==> config.mk <==
export PLATFORM = sky130hd
export DESIGN_NAME = inst_encoder_flat
export DESIGN_NICKNAME = d
export VERILOG_FILES = /design/src/rtl/inst_encoder_if.sv /design/src/rtl/inst_encoder.sv /design/src/flat_wrapper.sv
export SDC_FILE = /design/constraint.sdc
export NUM_CORES = 1
export LEC_CHECK = 0
export CAP_MARGIN = 40
export CORE_ASPECT_RATIO = 0.5
export CORE_MARGIN = 1
export CORE_UTILIZATION = 35
export CTS_CLUSTER_DIAMETER = 40
export CTS_CLUSTER_SIZE = 14
export DETAILED_ROUTE_END_ITERATION = 7
export PLACE_DENSITY = 0.69
export SLEW_MARGIN = 20
export SYNTH_ARGS = -nofsm -noshare
export SYNTH_HDL_FRONTEND = slang
export SYNTH_SLANG_ARGS = --single-unit
==> constraint.sdc <==
create_clock -name clk_i -period 2.7 [get_ports clk_i]
set_input_delay 0.405 -clock clk_i [delete_from_list [all_inputs] [get_ports clk_i]]
set_output_delay 0.405 -clock clk_i [all_outputs]
set_load 0.02 [all_outputs]
==> src/rtl/inst_encoder_if.sv <==
// Field/word handshake bundle for inst_encoder.
// slave is the encoder side; master is the producer/consumer side.
interface inst_encoder_if;
    logic        valid_i;
    logic        ready_o;
    logic [2:0]  fmt_i;
    logic [6:0]  opcode_i;
    logic [2:0]  funct3_i;
    logic [6:0]  funct7_i;
    logic [4:0]  rd_i;
    logic [4:0]  rs1_i;
    logic [4:0]  rs2_i;
    logic [31:0] imm_i;
    logic        valid_o;
    logic        ready_i;
    logic [31:0] inst_o;
    logic        err_o;

    modport slave (
        input  valid_i, fmt_i, opcode_i, funct3_i, funct7_i,
        input  rd_i, rs1_i, rs2_i, imm_i, ready_i,
        output ready_o, valid_o, inst_o, err_o
    );

    modport master (
        output valid_i, fmt_i, opcode_i, funct3_i, funct7_i,
        output rd_i, rs1_i, rs2_i, imm_i, ready_i,
        input  ready_o, valid_o, inst_o, err_o
    );
endinterface

==> src/rtl/inst_encoder.sv <==
// RV32I instruction encoder: 2-stage valid/ready pipeline, fields in, word out.
// Optional immediate legality check built only when IMM_CHECK_EN is defined.
module inst_encoder #(
    parameter int unsigned CNT_W = 16
) (
    input  logic             clk_i,
    input  logic             rst_ni,
    inst_encoder_if.slave    bus,
    input  logic             clr_i,
    output logic             err_sticky_o,
    output logic [CNT_W-1:0] count_o
);
    typedef enum logic [2:0] {
        IMM_I_TYPE = 3'd0,
        IMM_S_TYPE = 3'd1,
        IMM_B_TYPE = 3'd2,
        IMM_U_TYPE = 3'd3,
        IMM_J_TYPE = 3'd4
    } imm_sel_t;

    logic        s1_valid_q, s1_valid_d;
    logic [2:0]  s1_fmt_q;
    logic [6:0]  s1_op_q;
    logic [2:0]  s1_f3_q;
    logic [6:0]  s1_f7_q;
    logic [4:0]  s1_rd_q;
    logic [4:0]  s1_rs1_q;
    logic [4:0]  s1_rs2_q;
    logic [31:0] s1_imm_q;

    logic        s2_valid_q, s2_valid_d;
    logic [31:0] s2_inst_q, s2_inst_d;
    logic [CNT_W-1:0] cnt_q, cnt_d;

    logic adv;
    logic acc;
    logic out_hs;
    logic [31:0] word;

    // Stage 2 frees up whenever it is empty or being drained.
    assign adv    = !s2_valid_q || bus.ready_i;
    assign bus.ready_o = !s1_valid_q || adv;
    assign acc    = bus.valid_i && bus.ready_o;
    assign out_hs = s2_valid_q && bus.ready_i;

    assign s1_valid_d = acc || (s1_valid_q && !adv);

    always_ff @(posedge clk_i or negedge rst_ni) begin
        if (!rst_ni) begin
            s1_valid_q <= 1'b0;
            s1_fmt_q   <= '0;
            s1_op_q    <= '0;
            s1_f3_q    <= '0;
            s1_f7_q    <= '0;
            s1_rd_q    <= '0;
            s1_rs1_q   <= '0;
            s1_rs2_q   <= '0;
            s1_imm_q   <= '0;
        end else begin
            s1_valid_q <= s1_valid_d;
            if (acc) begin
                s1_fmt_q <= bus.fmt_i;
                s1_op_q  <= bus.opcode_i;
                s1_f3_q  <= bus.funct3_i;
                s1_f7_q  <= bus.funct7_i;
                s1_rd_q  <= bus.rd_i;
                s1_rs1_q <= bus.rs1_i;
                s1_rs2_q <= bus.rs2_i;
                s1_imm_q <= bus.imm_i;
            end
        end
    end

    always_comb begin
        word = {s1_f7_q, s1_rs2_q, s1_rs1_q, s1_f3_q, s1_rd_q, s1_op_q};
        case (imm_sel_t'(s1_fmt_q))
            IMM_I_TYPE: word = {s1_imm_q[11:0], s1_rs1_q, s1_f3_q,
                                s1_rd_q, s1_op_q};
            IMM_S_TYPE: word = {s1_imm_q[11:5], s1_rs2_q, s1_rs1_q,
                                s1_f3_q, s1_imm_q[4:0], s1_op_q};
            IMM_B_TYPE: word = {s1_imm_q[12], s1_imm_q[10:5], s1_rs2_q,
                                s1_rs1_q, s1_f3_q, s1_imm_q[4:1],
                                s1_imm_q[11], s1_op_q};
            IMM_U_TYPE: word = {s1_imm_q[31:12], s1_rd_q, s1_op_q};
            IMM_J_TYPE: word = {s1_imm_q[20], s1_imm_q[10:1],
                                s1_imm_q[11], s1_imm_q[19:12],
                                s1_rd_q, s1_op_q};
            default: ;
        endcase
    end

    always_comb begin
        s2_valid_d = s2_valid_q;
        s2_inst_d  = s2_inst_q;
        if (adv) begin
            s2_valid_d = s1_valid_q;
            if (s1_valid_q) begin
                s2_inst_d = word;
            end
        end
    end

    always_ff @(posedge clk_i or negedge rst_ni) begin
        if (!rst_ni) begin
            s2_valid_q <= 1'b0;
            s2_inst_q  <= '0;
        end else begin
            s2_valid_q <= s2_valid_d;
            s2_inst_q  <= s2_inst_d;
        end
    end

    always_comb begin
        cnt_d = cnt_q;
        if (clr_i) begin
            cnt_d = '0;
        end else if (out_hs) begin
            cnt_d = cnt_q + 1'b1;
        end
    end

    always_ff @(posedge clk_i or negedge rst_ni) begin
        if (!rst_ni) begin
            cnt_q <= '0;
        end else begin
            cnt_q <= cnt_d;
        end
    end

    assign bus.valid_o = s2_valid_q;
    assign bus.inst_o  = s2_inst_q;
    assign count_o     = cnt_q;

`ifdef IMM_CHECK_EN
    logic err_q, err_d;
    logic sticky_q, sticky_d;
    logic chk;
    logic sx12, sx13, sx21;

    // Upper bits all equal means the value fits the signed field.
    assign sx12 = (&s1_imm_q[31:11]) || !(|s1_imm_q[31:11]);
    assign sx13 = (&s1_imm_q[31:12]) || !(|s1_imm_q[31:12]);
    assign sx21 = (&s1_imm_q[31:20]) || !(|s1_imm_q[31:20]);

    always_comb begin
        chk = 1'b0;
        case (imm_sel_t'(s1_fmt_q))
            IMM_I_TYPE: chk = !sx12;
            IMM_S_TYPE: chk = !sx12;
            IMM_B_TYPE: chk = !sx13 || s1_imm_q[0];
            IMM_U_TYPE: chk = |s1_imm_q[11:0];
            IMM_J_TYPE: chk = !sx21 || s1_imm_q[0];
            default:    chk = 1'b0;
        endcase
    end

    always_comb begin
        err_d    = err_q;
        sticky_d = sticky_q;
        if (adv && s1_valid_q) begin
            err_d = chk;
        end else if (adv) begin
            err_d = 1'b0;
        end
        if (clr_i) begin
            sticky_d = 1'b0;
        end else if (out_hs && err_q) begin
            sticky_d = 1'b1;
        end
    end

    always_ff @(posedge clk_i or negedge rst_ni) begin
        if (!rst_ni) begin
            err_q    <= 1'b0;
            sticky_q <= 1'b0;
        end else begin
            err_q    <= err_d;
            sticky_q <= sticky_d;
        end
    end

    assign bus.err_o    = err_q;
    assign err_sticky_o = sticky_q;
`else
    assign bus.err_o    = 1'b0;
    assign err_sticky_o = 1'b0;
`endif
endmodule

==> src/flat_wrapper.sv <==
// flat-port wrapper written by rule: the top's interface ports become plain ports
module inst_encoder_flat 
#(
    parameter int unsigned CNT_W = 16
)
  (clk_i, rst_ni, clr_i, err_sticky_o, count_o, bus_valid_i, bus_fmt_i, bus_opcode_i, bus_funct3_i, bus_funct7_i, bus_rd_i, bus_rs1_i, bus_rs2_i, bus_imm_i, bus_ready_i, bus_ready_o, bus_valid_o, bus_inst_o, bus_err_o);
  inst_encoder_if bus_i ();
  input  logic clk_i;
  input  logic rst_ni;
  input  logic clr_i;
  output logic err_sticky_o;
  output logic [CNT_W-1:0] count_o;
  input wire logic [$bits(bus_i.valid_i)-1:0] bus_valid_i;
  input wire logic [$bits(bus_i.fmt_i)-1:0] bus_fmt_i;
  input wire logic [$bits(bus_i.opcode_i)-1:0] bus_opcode_i;
  input wire logic [$bits(bus_i.funct3_i)-1:0] bus_funct3_i;
  input wire logic [$bits(bus_i.funct7_i)-1:0] bus_funct7_i;
  input wire logic [$bits(bus_i.rd_i)-1:0] bus_rd_i;
  input wire logic [$bits(bus_i.rs1_i)-1:0] bus_rs1_i;
  input wire logic [$bits(bus_i.rs2_i)-1:0] bus_rs2_i;
  input wire logic [$bits(bus_i.imm_i)-1:0] bus_imm_i;
  input wire logic [$bits(bus_i.ready_i)-1:0] bus_ready_i;
  output wire logic [$bits(bus_i.ready_o)-1:0] bus_ready_o;
  output wire logic [$bits(bus_i.valid_o)-1:0] bus_valid_o;
  output wire logic [$bits(bus_i.inst_o)-1:0] bus_inst_o;
  output wire logic [$bits(bus_i.err_o)-1:0] bus_err_o;
  assign bus_i.valid_i = bus_valid_i;
  assign bus_i.fmt_i = bus_fmt_i;
  assign bus_i.opcode_i = bus_opcode_i;
  assign bus_i.funct3_i = bus_funct3_i;
  assign bus_i.funct7_i = bus_funct7_i;
  assign bus_i.rd_i = bus_rd_i;
  assign bus_i.rs1_i = bus_rs1_i;
  assign bus_i.rs2_i = bus_rs2_i;
  assign bus_i.imm_i = bus_imm_i;
  assign bus_i.ready_i = bus_ready_i;
  assign bus_ready_o = bus_i.ready_o;
  assign bus_valid_o = bus_i.valid_o;
  assign bus_inst_o = bus_i.inst_o;
  assign bus_err_o = bus_i.err_o;
  inst_encoder #(.CNT_W(CNT_W)) u_core (.clk_i(clk_i), .rst_ni(rst_ni), .bus(bus_i), .clr_i(clr_i), .err_sticky_o(err_sticky_o), .count_o(count_o));
endmodule
After elaboration in Yosys (flattened, before gate mapping)
Cells that the tools add are included.
{"block": "classes", "n_addsub": 1, "n_eq_ne": 4, "mux": 3, "reduce_logical": 12}
{"cell": "$pmux 32 s5", "n": 1}
{"cell": "$mux 16", "n": 2}
{"cell": "$add 16x1->16 const B", "n": 1}
{"cell": "$eq 3x2->1 const B", "n": 2}
{"cell": "$eq 3x1->1 const B", "n": 1}
{"cell": "$eq 3x3->1 const B", "n": 1}
{"cell": "$logic_and 1x1->1", "n": 3}
{"cell": "$logic_not 1->1", "n": 3}
{"cell": "$logic_not 3->1", "n": 1}
{"cell": "$logic_or 1x1->1", "n": 3}
{"cell": "$reduce_and 2->1", "n": 1}
{"cell": "$reduce_bool 2->1", "n": 1}
{"block": "word_totals", "ff_bits": 117, "out_inout_bits": 52, "wordCells": 32}

Depth between registers and ports, before layout
{"block": "logic_depth", "ltp_word": 5, "ltp_mapped": 6, "ltp_nobuf": 5}

Worst setup path before layout
Ideal clock, no wire load.
{"block": "synth_path", "path_type": "register -> register", "start": "register u_core.s2_valid_q, in the netlist u_core.bus.valid_o", "end": "register u_core.s1_imm_q[10]", "setup_time_ns": 0.125, "t_arrival_ns": 1.658, "required_ns": 2.575, "slack_ns": 0.917, "path_stages_with_launch": 6, "n_path_buf": 2, "synth_period_minus_slack_ns": 1.783, "path_cell_list": "dfrtp_1 > nand3b_1 > nand2_1 > buf_6 > buf_6 > mux2_4"}
{"block": "synth_via", "elab_chain_len": 4}
{"item": "from (decl)", "line": "inst_encoder.sv:31", "source": "logic s2_valid_q, s2_valid_d;"}
{"item": "from (signal assigned)", "line": "inst_encoder.sv:108", "source": "s2_valid_q <= s2_valid_d;"}
{"item": "$logic_not 1->1", "line": "inst_encoder.sv:41", "source": "assign adv = !s2_valid_q || bus.ready_i;"}
{"item": "$logic_or 1x1->1", "line": "inst_encoder.sv:41"}
{"item": "$logic_or 1x1->1", "line": "inst_encoder.sv:42", "source": "assign bus.ready_o = !s1_valid_q || adv;"}
{"item": "named net bus_ready_o", "line": "flat_wrapper.sv:23", "source": "output wire logic [$bits(bus_i.ready_o)-1:0] bus_ready_o;"}
{"item": "$logic_and 1x1->1", "line": "inst_encoder.sv:43", "source": "assign acc = bus.valid_i && bus.ready_o;"}
{"item": "to (signal assigned)", "line": "inst_encoder.sv:69", "source": "s1_imm_q <= bus.imm_i;"}
{"item": "to (decl)", "line": "inst_encoder.sv:29", "source": "logic [31:0] s1_imm_q;"}
The timed path passes the listed nets, and every way through them passes these cells.
A chain may end at the register's enable or synchronous reset.

Worst setup path after layout
{"block": "layout_path", "start": "input bus_ready_i", "end": "output bus_ready_o"}
{"block": "layout_via", "elab_chain_len": 2}
{"item": "from (decl)", "line": "flat_wrapper.sv:22", "source": "input wire logic [$bits(bus_i.ready_i)-1:0] bus_ready_i;"}
{"item": "$logic_or 1x1->1", "line": "inst_encoder.sv:41"}
{"item": "$logic_or 1x1->1", "line": "inst_encoder.sv:42"}
{"item": "to (decl)", "line": "flat_wrapper.sv:23"}
Every way passes these cells.

==> summary.md <==
| Metric | Value |
|---|---|
| DP HPWL | `7.87 mm` |
| Routed WL | `11.3 mm` |
| First-pass GRT wire length | `18.5 mm` |
| Initial antenna violation count | `0` |
| Crit Path Max Fanout | `6` |
| Main synth FF type | `dfrtp_1` |
| CP arrival | `1.90 ns` |
| Async SR Flop Fraction | `100%` |
| Clock root buffer | `clkbuf_16` |
| I/O pin count | `124` |
| Worst hold path class | `input pin to async pin` |
| Post-synth EDFFs | `0` |
| Post-CTS setup buffers | `0` |
| Worst path cell trace | `clkdlybuf4s50_1, nand3b_1, clkdlybuf4s50_1` |
| Num CTS Buffers | `17` |
| Power share of the sequential group | `39.4%` |
| Worst slew pin tran | `0.716 ns` |
| CP Launch Type | `input pin` |
| Core area | `0.0146 sq mm` |
| Multi-input logic area | `0.00217 sq mm` |
| Clock transition at path regs | `0.05 ns` |
| Cell taking the most area after synthesis | `dfrtp_1` |
| Die Y | `88.7 um` |
| Slowest cell on crit path | `clkdlybuf4s50_1` |
| Final net count | `616` |
| P_leak | `3.16 nW` |
| Worst rel slew slack | `52.3%` |
| Internal power | `0.00414 W` |
| Synth area leaders | `dfrtp_1 (56%), mux2_1 (8.8%), mux2_4 (8.6%)` |
| Number of synthesis warnings | `0` |
| Mapped cell area | `0.00527 sq mm` |
| Die X | `175 um` |
| RSZ-0062 raised after global routing | `false` |
| H-tree Lvls | `4` |
| Starting density of the core | `36.1%` |
| Slew Viols, Final | `0` |
| Required time of the worst setup path | `2.30 ns` |
| Fill cells | `1,321` |
| Pre-CTS worst setup slack | `0.407 ns` |
| Max cap viols | `0` |
| Clock share of power | `37.8%` |
| Clock sinks | `117` |
| Layout cells sized above 1 | `16.3%` |
| Family with the most delay on the worst path | `buffers and inverters` |
| Drt wl/cell | `15.1 um` |
| Syn Area/Cell | `12.7 sq um` |
| Max frequency | `433 MHz` |
| Antenna Nets Post-Route | `0` |
| Post-Syn Instances | `415` |
| Fin Clk Skew | `0.00841 ns` |
| Die Area | `0.0156 sq mm` |
| Minimum clock period | `2.31 ns` |
| CP max stage delay | `0.64 ns` |
| Combinational power share | `22.8%` |
| Register bit total from synthesis | `117` |
| Initial drt markers | `200` |
| CTS tree | `built` |
| Crit Path Class | `input pin to output port` |
| Vias in the first global route | `3,623` |
| CTS Hold Bufs | `0` |
| CP Capture Type | `output port` |
| DRC viols | `0` |
| Switching portion of total power | `26.4%` |
| Largest net degree at the start of global routing | `53` |
| Drt pass-1 iters | `4` |
| Routability Congestion | `0.738` |
| # rows | `31` |
| Cell Pwr Density | `773 mW/mm^2` |
| Run status | `finished, final reports clean` |
| Clock Latency Late Sink | `0.40 ns` |
| Fin worst setup slack | `0.393 ns` |
| Setup violations, final | `0` |
| Post-CTS sizing | `0` |
| Worst ir drop on vdd | `0.462 mV` |
| Register area share after synthesis | `55.6%` |
| Psw | `0.00148 W` |
| Area grow syn2layout | `38.3%` |
| Antenna diodes | `0` |
| Register area | `0.00293 sq mm` |
| Fin crit share | `85.4%` |
| Detailed-route via count | `3,525` |
| Final Hold Vio Count | `0` |
| Via/cell ratio | `4.69` |
| Yosys cell types | `40` |
| I/O Buffers | `121` |
| Yosys top cell area share | `55.6%` |
| Most frequent CP cell | `clkdlybuf4s50_1` |
| GRT Util Overall | `15.5%` |
| GRT overflow | `0` |
| Setup TNS | `0 ns` |
| Clock buffer depth | `2` |
| CP Buf/Inv Count | `2` |
-- metal layers --
layer / up-vias / global-route usage, % / wire length [um] / share of wire [%]
li1: 1693 / - / - / -
met1: 1758 / 19.3 / 5250 / 46
met2: 61 / 26.5 / 5630 / 50
met3: 13 / 3.18 / 322 / 2.8
met4: 0 / 7.04 / 146 / 1.3
met5: - / 0 / 0 / 0
-- final cells by class --
class | instances | share of cell area (%)
repair buffers | 133 | 18.6
inverters | 7 | 0.361
flip-flops and latches | 117 | 40.2
clock inverters | 5 | 1.03
multi-input cells | 267 | 29.8
clock buffers | 24 | 6.61
well taps | 198 | 3.40
-- flip-flops by register name (all words and copies together) (netlist names) --
register	cells
u_core.s1_rs2_q	5
u_core.s1_rs1_q	5
u_core.s1_op_q	7
u_core.bus.inst_o	32
u_core.s1_rd_q	5
u_core.s1_f3_q	3
u_core.s1_imm_q	32
u_core.s1_fmt_q	3
u_core.bus.valid_o	1
u_core.count_o	16
u_core.s1_valid_q	1
u_core.s1_f7_q	7
-- cells in the final DEF (no fill, tap or decap), types with 4 or more instances in the layout --
cell / count
nand3_1: 8
nor3_1: 4
buf_12: 4
o31ai_1: 7
mux2i_1: 18
buf_4: 8
dfrtp_1: 117
clkbuf_1: 4
and2_1: 12
mux2_1: 41
inv_1: 7
o21ai_1: 9
clkbuf_16: 17
o21ai_0: 11
clkdlybuf4s50_1: 120
mux2_4: 30
mux2_2: 10
nor2_1: 28
a21oi_1: 12
xnor2_1: 9
o22ai_1: 8
nand2b_1: 4
nand2_1: 28
-- power by group through the flow --
stage / registers (W) / logic [W] / clock network (W)
floorplan: 0.00238 / 0.000578 / 0
global placement: 0.00224 / 0.00127 / 0
finish: 0.00222 / 0.00128 / 0.00213
CTS: 0.00222 / 0.00130 / 0.00218
global route: 0.00226 / 0.00139 / 0.00226
detailed placement: 0.00224 / 0.00129 / 0
-- final timing paths --
check	from	to	slack, ns	depth (start not counted)
hold reg to reg	u_core.bus.inst_o[10]	u_core.bus.inst_o[10]	0.48	2
min in group clk_i	u_core.bus.inst_o[10]	u_core.bus.inst_o[10]	0.48	2
hold / removal	rst_ni	u_core.count_o[7]	0.06	1
setup / recovery	bus_ready_i	bus_ready_o	0.39	3
max in group asynchronous	rst_ni	u_core.bus.valid_o	1.95	2
setup reg to reg	u_core.s1_fmt_q[2]	u_core.bus.inst_o[18]	0.97	5
-- metrics by stage --
| stage | total power, W | std cells | cell area (sq um) | hold WS [ns] | util [%] |
|---|---|---|---|---|---|
| after floorplan | 0.00295 | 416 | 5270 | 0.109 | - |
| after global placement | 0.00351 | 720 | 6710 | 0.460 | 46.0 |
| after detailed placement | 0.00354 | 721 | 6720 | 0.470 | 46.0 |
| after CTS | 0.00570 | 750 | 7270 | 0.0814 | 49.9 |
| after global routing | 0.00591 | 751 | 7280 | 0.115 | 49.9 |
| final | 0.00563 | 751 | 7280 | 0.0612 | 49.9 |
-- kinds of logic after synthesis --
family,count (synthesis),synth area share [%]
adders and majority gates,1,0.238
xor gates and xnor gates,11,1.83
buffers and inverters,32,3.42
and+or+nand+nor,102,10.2
muxes,99,22.9
AOI/OAI and AO/OA,52,5.77
other,1,0.0712
DFF,117,55.6
-- synth_stat cells (3+ instances only) --
cell,number
nand3b_1,3
buf_4,4
and2_1,12
nor3_1,4
o21ai_0,11
nand2b_1,4
nor2_1,28
mux2_1,41
xnor2_1,9
inv_1,7
o21ai_1,9
a21oi_1,12
mux2i_1,18
nor4_2,3
nand3_1,8
dfrtp_1,117
nand2_1,30
o31ai_1,7
buf_2,12
clkbuf_1,5
mux2_4,30
buf_6,4
mux2_2,10
o22ai_1,8
No activity file was read; power rests on OpenSTA's default activity.
